File: src/rtl/multicycle_control_unit.sv
// Moore control FSM for the multicycle CPU datapath.
// Drives every write-enable, mux select and ALU op; handles opcode/overflow traps.
module multicycle_control_unit #(
  parameter int unsigned MEM_WAIT = 1
) (
  input  logic       clock,
  input  logic       reset,
  input  logic [5:0] Opcode,
  input  logic [5:0] Funct,
  input  logic       Zero,
  input  logic       Overflow,
  output logic       PCWrite,
  output logic       IRWrite,
  output logic       MemWrite,
  output logic       RegWrite,
  output logic       RegAWrite,
  output logic       RegBWrite,
  output logic       RegALUOutWrite,
  output logic       RegMDRWrite,
  output logic       RegEPCWrite,
  output logic [1:0] ALUSrcA,
  output logic [2:0] ALUSrcB,
  output logic [2:0] ALUControl,
  output logic [2:0] PCSource,
  output logic [1:0] MemAdd,
  output logic [1:0] ExceptionAddress,
  output logic [2:0] RegDest,
  output logic [3:0] RegData
);

  typedef enum logic [4:0] {
    S_RESET, S_FETCH, S_FETCH_LATCH, S_DECODE,
    S_EXEC_R, S_WB_R, S_EXEC_I, S_WB_I,
    S_ADDR, S_MEM_RD, S_WB_L, S_MEM_WR,
    S_BEQ, S_JUMP, S_EXC, S_EXC_RD, S_EXC_JMP
  } state_t;

  typedef struct packed {
    logic       pc_wr;
    logic       ir_wr;
    logic       mem_wr;
    logic       reg_wr;
    logic       a_wr;
    logic       b_wr;
    logic       aluout_wr;
    logic       mdr_wr;
    logic       epc_wr;
    logic [1:0] src_a;
    logic [2:0] src_b;
    logic [2:0] alu_op;
    logic [2:0] pc_src;
    logic [1:0] mem_add;
    logic [1:0] exc_addr;
    logic [2:0] reg_dest;
    logic [3:0] reg_data;
  } ctrl_t;

  localparam logic [1:0] WAIT_LD = 2'(MEM_WAIT);

  state_t     state_q, state_d;
  logic [1:0] cnt_q, cnt_d;
  logic       cause_q, cause_d;
  ctrl_t      ctrl_q, ctrl_d;

  logic is_add, is_sub, is_and, is_r;
  logic is_addi, is_lw, is_sw, is_beq, is_j;

  always_comb begin
    is_add  = (Opcode == 6'h00) && (Funct == 6'h20);
    is_sub  = (Opcode == 6'h00) && (Funct == 6'h22);
    is_and  = (Opcode == 6'h00) && (Funct == 6'h24);
    is_r    = is_add || is_sub || is_and;
    is_addi = (Opcode == 6'h08);
    is_lw   = (Opcode == 6'h23);
    is_sw   = (Opcode == 6'h2B);
    is_beq  = (Opcode == 6'h04);
    is_j    = (Opcode == 6'h02);
  end

  always_comb begin
    state_d = state_q;
    cause_d = cause_q;
    unique case (state_q)
      S_RESET:       state_d = S_FETCH;
      S_FETCH:       if (cnt_q == 2'd0) state_d = S_FETCH_LATCH;
      S_FETCH_LATCH: state_d = S_DECODE;
      S_DECODE: begin
        if (is_r)                 state_d = S_EXEC_R;
        else if (is_addi)         state_d = S_EXEC_I;
        else if (is_lw || is_sw)  state_d = S_ADDR;
        else if (is_beq)          state_d = S_BEQ;
        else if (is_j)            state_d = S_JUMP;
        else begin
          state_d = S_EXC;
          cause_d = 1'b0;
        end
      end
      S_EXEC_R: begin
        if (Overflow && !is_and) begin
          state_d = S_EXC;
          cause_d = 1'b1;
        end else begin
          state_d = S_WB_R;
        end
      end
      S_EXEC_I: begin
        if (Overflow) begin
          state_d = S_EXC;
          cause_d = 1'b1;
        end else begin
          state_d = S_WB_I;
        end
      end
      S_ADDR:    state_d = is_sw ? S_MEM_WR : S_MEM_RD;
      S_MEM_RD:  if (cnt_q == 2'd0) state_d = S_WB_L;
      S_EXC:     state_d = S_EXC_RD;
      S_EXC_RD:  if (cnt_q == 2'd0) state_d = S_EXC_JMP;
      S_WB_R, S_WB_I, S_WB_L, S_MEM_WR,
      S_BEQ, S_JUMP, S_EXC_JMP:
                 state_d = S_FETCH;
      default:   state_d = S_RESET;
    endcase
  end

  // Counter reloads on entry to a memory state and counts down while held.
  always_comb begin
    cnt_d = cnt_q;
    if (state_d != state_q &&
        (state_d == S_FETCH || state_d == S_MEM_RD ||
         state_d == S_EXC_RD))
      cnt_d = WAIT_LD;
    else if (state_d == state_q && cnt_q != 2'd0)
      cnt_d = cnt_q - 2'd1;
  end

  always_comb begin
    ctrl_d = '0;
    unique case (state_d)
      S_FETCH_LATCH: begin
        ctrl_d.ir_wr  = 1'b1;
        ctrl_d.pc_wr  = 1'b1;
        ctrl_d.src_b  = 3'd1;
        ctrl_d.alu_op = 3'd1;
      end
      S_DECODE: begin
        ctrl_d.a_wr      = 1'b1;
        ctrl_d.b_wr      = 1'b1;
        ctrl_d.aluout_wr = 1'b1;
        ctrl_d.src_b     = 3'd3;
        ctrl_d.alu_op    = 3'd1;
      end
      S_EXEC_R: begin
        ctrl_d.aluout_wr = 1'b1;
        ctrl_d.src_a     = 2'd1;
        ctrl_d.alu_op    = is_sub ? 3'd2 : (is_and ? 3'd3 : 3'd1);
      end
      S_EXEC_I, S_ADDR: begin
        ctrl_d.aluout_wr = 1'b1;
        ctrl_d.src_a     = 2'd1;
        ctrl_d.src_b     = 3'd2;
        ctrl_d.alu_op    = 3'd1;
      end
      S_WB_R: begin
        ctrl_d.reg_wr   = 1'b1;
        ctrl_d.reg_dest = 3'd1;
      end
      S_WB_I: ctrl_d.reg_wr = 1'b1;
      S_MEM_RD: begin
        ctrl_d.mem_add = 2'd1;
        ctrl_d.mdr_wr  = (cnt_d == 2'd0);
      end
      S_WB_L: begin
        ctrl_d.reg_wr   = 1'b1;
        ctrl_d.reg_data = 4'd1;
      end
      S_MEM_WR: begin
        ctrl_d.mem_add = 2'd1;
        ctrl_d.mem_wr  = 1'b1;
      end
      S_BEQ: begin
        ctrl_d.src_a  = 2'd1;
        ctrl_d.alu_op = 3'd2;
        ctrl_d.pc_src = 3'd1;
      end
      S_JUMP: begin
        ctrl_d.pc_wr  = 1'b1;
        ctrl_d.pc_src = 3'd2;
      end
      S_EXC: begin
        ctrl_d.epc_wr   = 1'b1;
        ctrl_d.src_b    = 3'd1;
        ctrl_d.alu_op   = 3'd2;
        ctrl_d.exc_addr = {1'b0, cause_d};
      end
      S_EXC_RD: begin
        ctrl_d.mem_add  = 2'd2;
        ctrl_d.mdr_wr   = (cnt_d == 2'd0);
        ctrl_d.exc_addr = {1'b0, cause_d};
      end
      S_EXC_JMP: begin
        ctrl_d.pc_wr  = 1'b1;
        ctrl_d.pc_src = 3'd3;
      end
      default: ctrl_d = '0;
    endcase
  end

  always_ff @(posedge clock or posedge reset) begin
    if (reset) begin
      state_q <= S_RESET;
      cnt_q   <= 2'd0;
      cause_q <= 1'b0;
      ctrl_q  <= '0;
    end else begin
      state_q <= state_d;
      cnt_q   <= cnt_d;
      cause_q <= cause_d;
      ctrl_q  <= ctrl_d;
    end
  end

  // The branch decision uses this cycle's compare result.
  assign PCWrite          = ctrl_q.pc_wr | ((state_q == S_BEQ) & Zero);
  assign IRWrite          = ctrl_q.ir_wr;
  assign MemWrite         = ctrl_q.mem_wr;
  assign RegWrite         = ctrl_q.reg_wr;
  assign RegAWrite        = ctrl_q.a_wr;
  assign RegBWrite        = ctrl_q.b_wr;
  assign RegALUOutWrite   = ctrl_q.aluout_wr;
  assign RegMDRWrite      = ctrl_q.mdr_wr;
  assign RegEPCWrite      = ctrl_q.epc_wr;
  assign ALUSrcA          = ctrl_q.src_a;
  assign ALUSrcB          = ctrl_q.src_b;
  assign ALUControl       = ctrl_q.alu_op;
  assign PCSource         = ctrl_q.pc_src;
  assign MemAdd           = ctrl_q.mem_add;
  assign ExceptionAddress = ctrl_q.exc_addr;
  assign RegDest          = ctrl_q.reg_dest;
  assign RegData          = ctrl_q.reg_data;

endmodule

File: config.mk
export PLATFORM = sky130hd
export DESIGN_NAME = multicycle_control_unit
export DESIGN_NICKNAME = d
export VERILOG_FILES = /design/src/rtl/multicycle_control_unit.sv
export SDC_FILE = /design/constraint.sdc
export NUM_CORES = 1
export LEC_CHECK = 0
export CORE_UTILIZATION = 39
export CTS_CLUSTER_DIAMETER = 80
export DETAILED_ROUTE_END_ITERATION = 7
export PLACE_DENSITY = 0.67
export SLEW_MARGIN = 5
export SYNTH_ARGS = -nofsm -noshare
export SYNTH_HDL_FRONTEND = slang
export SYNTH_SLANG_ARGS = --single-unit
File: constraint.sdc
create_clock -name clock -period 2.62 [get_ports clock]
set_input_delay 0.524 -clock clock [delete_from_list [all_inputs] [get_ports clock]]
set_output_delay 0.524 -clock clock [all_outputs]
set_load 0.01 [all_outputs]
==> After elaboration in Yosys (flattened, before gate mapping) <==
Index checks and enable logic that the tools add are counted.
W data, S select, Z words.
{ "classes": {"addsub": 1, "n_eq_ne": 42, "n_mux": 40, "bitwise_logic": 2, "n_reduce_logical": 29} }
{ "op_table": {"columns": ["op", "count"], "rows": [
  ["$eq A5 B4 Y1 const B", 16],
  ["$pmux W5 S10", 1],
  ["$eq A5 B3 Y1 const B", 8],
  ["$eq A6 B6 Y1 const B", 5],
  ["$eq A5 B2 Y1 const B", 4],
  ["$mux W1", 18],
  ["$pmux W2 S3", 3],
  ["$mux W2", 8],
  ["$mux W4", 4],
  ["$mux W5", 3],
  ["$reduce_or A2 Y1", 6],
  ["$reduce_or A4 Y1", 3],
  ["$eq A5 B1 Y1 const B", 2],
  ["$eq A5 B5 Y1 const B", 2],
  ["$reduce_or A8 Y1", 1],
  ["$eq A6 B2 Y1 const B", 1],
  ["$eq A6 B3 Y1 const B", 1],
  ["$eq A6 B4 Y1 const B", 1],
  ["$logic_and A1 B1 Y1", 6],
  ["$logic_not A6 Y1", 1],
  ["$reduce_or A3 Y1", 2],
  ["$eq A5 B5 Y1", 1],
  ["$logic_not A5 Y1", 1],
  ["$logic_or A1 B1 Y1", 5],
  ["other kinds (10)", 11]
]} }
{ "word_totals": {"register_bits": 39, "inputBits": 16, "out_inout_bits": 31, "word_cells": 134} }

==> Logic depth before layout (Yosys ltp) <==
Gate-level depths: netlist of the first run.
{ "depth": {"depth_word": 14, "depth_mapped": 9, "depth_no_buf": 9} }

==> Worst setup path after synthesis of the first run <==
OpenSTA, ideal clock, no wires.
{ "synth_path": {"kind": "input-to-reg", "from": "in Funct[0]", "to": "reg ctrl_q, in the netlist ALUControl[0]", "setup_ns": 0.087, "arrival_ns": 2.045, "required_time_ns": 2.533, "slack_ns": 0.488, "stages": 7, "n_path_buf": 0, "path_cell_list": "nor4b_4 > and4b_1 > a211o_2 > o221ai_2 > or3b_1 > a211o_1 > o211ai_1"} }
{ "synth_lines": {"columns": ["item", "line", "source"], "rows": [
  ["from (decl)", "9", "input logic [5:0] Funct,"],
  ["to (signal assigned)", "218", "ctrl_q <= ctrl_d;"],
  ["to (decl)", "63", "ctrl_t ctrl_q, ctrl_d;"]
]} }

==> run summary, run 1 <==
Outcome - completed
Minimum clock period - 2.39 ns
Initial antenna violation count - 0
WL met2 - 1680 microns
Non-filler instance count after layout - 273
Synth top area cells - dfrtp_1, buf_4, nand2_1, inv_1, nand3_1
Avg Cell Area, Syn - 9.22 sq um
Pins Over Slew Limit - 0
H-Tree Level Count - 1
XOR/XNOR Fraction of Synth Area - 1.59%
N_diodes - 0
Reg2reg path depth - 7
Switching Share - 39.2%
Leakage - 1.01 nW
Synth cell types - 53
Remaining DRCs - 0
Tot GR Track Use - 16.8%
Async SR Flop Fraction - 100%
Sequential cell fraction of total power - 29.8%
Synth area leader - dfrtp_1
Max Clock Skew - 0.00193 ns
Worst hold stages - 1
Largest fanout on the critical path - 3
Global-route wire length before repair - 5620 microns
Area share of fa/ha/maj cells after synthesis - 0.758%
Post-route cell area - 2140 sq um
F_max - 418 MHz
Final setup viols - 0
Pre-CTS WS - -0.0531 ns
Post-detail-place hpwl - 2810 microns
Most frequent cells in the layout - clkdlybuf4s50_1, dfrtp_1, buf_4, nand2_1, inv_1
Register bit total from synthesis - 28
Post-CTS setup buffers - 0
TritonCTS Buffers - 3
Fillers - 380
Post-DR wirelength/cell - 12.8 microns
Primary FF master, synth - dfrtp_1
Max_cap viols - 0
Area Overhead vs Synth - 29.7%
Max-slew headroom - 53.4%
CTS tree - built
Int Pwr - 1.27 mW
Wl on met1 - 1560 microns
Final wirelength - 3500 microns
Largest family of logic cells by synthesized area - simple AND/OR/NAND/NOR gates
Ratio of cells with drive above 1 in the final layout - 17.9%
Post-Synth Simple-Gate Area - 24.7%
Synthesized cell area - 1650 sq um
Post-DRT Antenna Nets - 0
Final Hold Fails - 0
Core region area - 4030 sq um
DIE WIDTH - 67.1 microns
Logic gate share of total power - 57.8%
Vias in the first global route - 1,203
Vias/cell - 5.00
Net Switching - 0.820 mW
Port Buffers - 36
Largest net degree at the start of global routing - 29
Unrepaired setup endpoints after global routing - no
Die Y - 67.1 microns
CP arrival - 2.59 ns
Most common cell after layout, fill and taps aside - clkdlybuf4s50_1
Tcrit/Tclk final - 91.4%
Clk pin slew, worst setup/hold paths - 0.09 ns
Clock buffer depth - 2
Highest Signal Layer - met4
Final core occ - 53.1%
Crit path required time - 2.81 ns
CP Launch Type - input port
Post-synth top area share - 42.5%
Cells after Synth - 179
EDFF count, synth - 0
Post-cts hold buffer count - 0
Seq/Total Area, Yosys - 42.5%
CTS root buf - clkbuf_8
Die area - 4500 sq um
Iter 0 DRT Violations - 63
Initial cell density of the core - 41.0%
Synth Area in Compound Gates - 14.3%
Placed cell area - 2090 sq um
Final nets - 241
Final Wtd Congestion - 0.951
Worst Setup Path Type - input port to flop
Warnings, synthesis - 0
Slowest library cell on the worst path - clkdlybuf4s50_1
Pwr/cell area - 977 nW/um^2
IO Pins - 47
CP cell instances - clkdlybuf4s50_1, nor4b_4, and4b_1, a211o_2, o221ai_2, or3b_1, a211o_1, o211ai_1
Setup TNS - 0 ns
Number of core rows - 23
Hold Path Class - flop to flop
Clock share of power - 12.5%
Placed cell count - 269
Final worst slack - 0.225 ns
CP peak stage delay - 0.44 ns
Drt first pass iters - 5
Worst vdd ir - 0.000348 V
Hold_ws - 0.513 ns
Multiplexer area fraction after synthesis - 0.607%
Crit. End Element - flop
Total gr overflow - 0
Clock sink total - 28
Met3 WL - 210 microns
Worst-Margin Slew - 0.697 ns
PostCTS Resize Cnt - 0
Skew-Pair Late Insertion Delay - 0.27 ns
Total Power - 2.09 mW
Vias - 1,364
-- cells by family (layout without fill, tap and decap cells) --
| group | Yosys count | after routing |
|---|---|---|
| other cells | 1 | 10 |
| fa+ha+maj | 1 | 1 |
| flops | 28 | 28 |
| compound gates | 32 | 32 |
| simple gates | 70 | 70 |
| buf+inv | 43 | 78 |
| mux | 1 | 1 |
| xor+xnor | 3 | 3 |
-- state kept, by name (all words and copies together) (netlist names), 2 cells and up --
| signal | flops |
|---|---|
| cnt_q | 2 |
| state_q | 5 |
| ALUSrcB | 2 |
| MemAdd | 2 |
| PCSource | 2 |
| ALUControl | 2 |
-- cells in the mapped netlist (3+ instances only) --
cell,n
dfrtp_1,28
buf_4,23
nand2_1,14
inv_1,13
nor2_1,10
nand3_1,9
nor3_1,7
a21oi_1,6
buf_2,5
nand2b_1,5
o21ai_0,5
or3_1,3
-- routing by layer --
metal	vias up	global-route usage, %
li1	670	-
met1	635	23.6
met2	53	26.8
met3	6	1.54
met4	0	5.32
met5	-	0
-- power by group through the flow --
stage	Sequential, mW	Combinational (mW)	Clock [mW]
floorplan	0.597	0.779	0
global placement	0.630	1.19	0
detailed placement	0.632	1.20	0
CTS	0.622	1.21	0.277
global route	0.634	1.33	0.294
finish	0.623	1.21	0.260
-- worst max-delay path, delay by kind of cell --
kind,cells,cell delay [ns]
and+or+nand+nor,3,0.96
AOI/OAI and AO/OA,4,0.66
buffers and inverters,1,0.44
-- final timing paths --
path	slack [ns]	from	end
min in group asynchronous	0.61	reset	RegMDRWrite
worst max register to register	0.34	cnt_q[0]	PCSource[0]
max in group asynchronous	1.76	reset	ALUControl[1]
worst min register to register	0.51	cause_q	cause_q
worst min-delay path	0.51	cause_q	cause_q
worst max-delay path	0.23	Funct[0]	ALUControl[0]
-- layout make-up --
class                           instances  area, sq um  share of cell area, %
Clock buffer                            4         55.1                   2.57
Inverter                               14         52.6                   2.45
Multi-Input combinational cell        117          729                   34.1
Sequential cell                        28          701                   32.7
Tap cell                               50         62.6                   2.92
Timing Repair Buffer                   60          541                   25.2
Note: power is estimated with default switching activity, not from simulation.
==> run 2: changes to the inputs <==
- CAP_MARGIN: not set -> 20
==> results of run 2 <==
The final DEF is identical to that of run 1; final timing and power are the same.
==> run 3: changes to the inputs <==
--- a/constraint.sdc
+++ b/constraint.sdc
@@ -3,2 +3,2 @@
 set_output_delay 0.524 -clock clock [all_outputs]
-set_load 0.01 [all_outputs]
+set_load 0.005 [all_outputs]
==> run summary, run 3 (same netlist as run 1, synthesis figures left out) <==
IO Pins - 47 (unchanged)
Worst vdd ir - 0.000395 V (was 0.000348 V)
Post-DRT Antenna Nets - 0 (unchanged)
Tot GR Track Use - 17.0% (was 16.8%)
N_diodes - 0 (unchanged)
Largest net degree at the start of global routing - 29 (unchanged)
Slowest library cell on the worst path - dfrtp_1 (was clkdlybuf4s50_1)
Pwr/cell area - 996 nW/um^2 (was 977 nW/um^2)
Die area - 4500 sq um (unchanged)
Final nets - 240 (was 241)
Final Hold Fails - 0 (unchanged)
Most frequent cells in the layout - clkdlybuf4s50_1, dfrtp_1, buf_4, nand2_1, inv_1 (unchanged)
Placed cell area - 2080 sq um (was 2090 sq um)
Port Buffers - 36 (unchanged)
Global-route wire length before repair - 5580 microns (was 5620 microns)
Final worst slack - 0.177 ns (was 0.225 ns)
Vias in the first global route - 1,217 (was 1,203)
CTS tree - built (unchanged)
Post-DR wirelength/cell - 13.0 microns (was 12.8 microns)
Clock buffer depth - 2 (unchanged)
Unrepaired setup endpoints after global routing - no (unchanged)
Crit. End Element - primary output (was flop)
Footprint of the multi-input gates - 729 sq um (unchanged)
Max Clock Skew - 0.00206 ns (was 0.00193 ns)
CP Launch Type - flop (was input port)
Remaining DRCs - 0 (unchanged)
Drt first pass iters - 4 (was 5)
Final Wtd Congestion - 0.950 (was 0.951)
CP arrival - 1.92 ns (was 2.59 ns)
Max-slew headroom - 52.3% (was 53.4%)
Max reg flops - 5 (unchanged)
PostCTS Resize Cnt - 0 (unchanged)
F_max - 409 MHz (was 418 MHz)
Setup TNS - 0 ns (unchanged)
Post-route cell area - 2150 sq um (was 2140 sq um)
WP buf/inv - 1 (unchanged)
Post-cts hold buffer count - 0 (unchanged)
Skew-Pair Late Insertion Delay - 0.27 ns (about the same)
Outcome - completed (unchanged)
TritonCTS Buffers - 3 (unchanged)
Largest fanout on the critical path - 9 (was 3)
CP top delay family - flip-flops (was simple AND/OR/NAND/NOR gates)
Clock sink total - 28 (unchanged)
Ratio of cells with drive above 1 in the final layout - 17.6% (was 17.9%)
Initial antenna violation count - 0 (unchanged)
Number of core rows - 23 (unchanged)
Worst Setup Path Type - flop to primary output (was input port to flop)
Clk pin slew, worst setup/hold paths - 0.09 ns (about the same)
Post-CTS setup buffers - 0 (unchanged)
Worst-Margin Slew - 0.713 ns (was 0.697 ns)
Reg area - 701 sq um (unchanged)
Minimum clock period - 2.44 ns (was 2.39 ns)
Post-detail-place hpwl - 2730 microns (was 2810 microns)
Crit path required time - 2.10 ns (was 2.81 ns)
Leakage - 1.01 nW (about the same)
Most common cell after layout, fill and taps aside - clkdlybuf4s50_1 (unchanged)
Vias/cell - 5.01 (was 5.00)
Initial cell density of the core - 41.0% (unchanged)
Max_cap viols - 0 (unchanged)
CTS root buf - clkbuf_8 (unchanged)
Total gr overflow - 0 (unchanged)
Most flop-heavy register - state_q (unchanged)
Pre-CTS WS - -0.0498 ns (was -0.0531 ns)
DIE WIDTH - 67.1 microns (unchanged)
CP peak stage delay - 0.50 ns (was 0.44 ns)
Iter 0 DRT Violations - 73 (was 63)
CP cell instances - nand2b_1, nor3_1, a31o_2, clkdlybuf4s50_1 (was clkdlybuf4s50_1, nor4b_4, and4b_1, a211o_2, o221ai_2, or3b_1, a211o_1, o211ai_1)
Vias - 1,362 (was 1,364)
Hold Path Class - flop to flop (unchanged)
Pins Over Slew Limit - 0 (unchanged)
Fillers - 376 (was 380)
Core region area - 4030 sq um (unchanged)
H-Tree Level Count - 1 (unchanged)
Final wirelength - 3530 microns (was 3500 microns)
Area Overhead vs Synth - 30.3% (was 29.7%)
Die Y - 67.1 microns (unchanged)
Tcrit/Tclk final - 93.3% (was 91.4%)
Final setup viols - 0 (unchanged)
==> run 3: cell types whose count changed in the layout (fill, tap and decap cells not counted) <==
cell | previous run | this run
buf_4 | 24 | 23
clkbuf_8 | 4 | 3
bufinv_16 | 0 | 1
==> run 3: where the power goes <==
group	leakage, nW	switching [mW]	total (mW)	internal [mW]
Sequential	0.375	0.0867	0.626	0.539
Clock	0.0357	0.130	0.335	0.204
Combinational	0.600	0.583	1.18	0.596
Total	1.01	0.800	2.14	1.34
==> run 3: metrics by stage <==
step	util, %	power (mW)	hold slack, ns	cells
floorplan	-	1.35	0.459	188
global placement	51.6	1.79	0.493	268
detailed placement	51.6	1.79	0.497	268
CTS	53.4	2.14	0.519	272
global route	53.4	2.30	0.547	272
finish	53.4	2.14	0.510	272
==> run 3: path summary, 6_finish.rpt <==
check                                start       endpoint  slack, ns  cells after the start
worst min-delay path               cause_q        cause_q       0.51                      1
min in group asynchronous            reset    RegMDRWrite       0.61                      3
worst max-delay path            state_q[4]        PCWrite       0.18                      4
worst max register to register    cnt_q[0]     ALUSrcB[0]       0.32                      7
worst min register to register     cause_q        cause_q       0.51                      1
max in group asynchronous            reset  ALUControl[0]       1.75                      3
==> run 3: final cells by class <==
type | instances | share of cell area, %
clock inverters | 1 | 1.40
repair buffers | 59 | 24.8
multi-input cells | 117 | 33.9
well taps | 50 | 2.91
flip-flops and latches | 28 | 32.6
clock buffers | 3 | 1.92
inverters | 14 | 2.44
==> run 3: metal layers <==
| layer | vias up | global-route usage, % | share of wire [%] | wire [microns] |
|---|---|---|---|---|
| li1 | 668 | - | - | - |
| met1 | 642 | 21.8 | 44 | 1560 |
| met2 | 50 | 28.0 | 49 | 1740 |
| met3 | 2 | 1.88 | 5.8 | 204 |
| met4 | 0 | 7.98 | 0.74 | 26 |
| met5 | - | 0 | 0 | 0 |
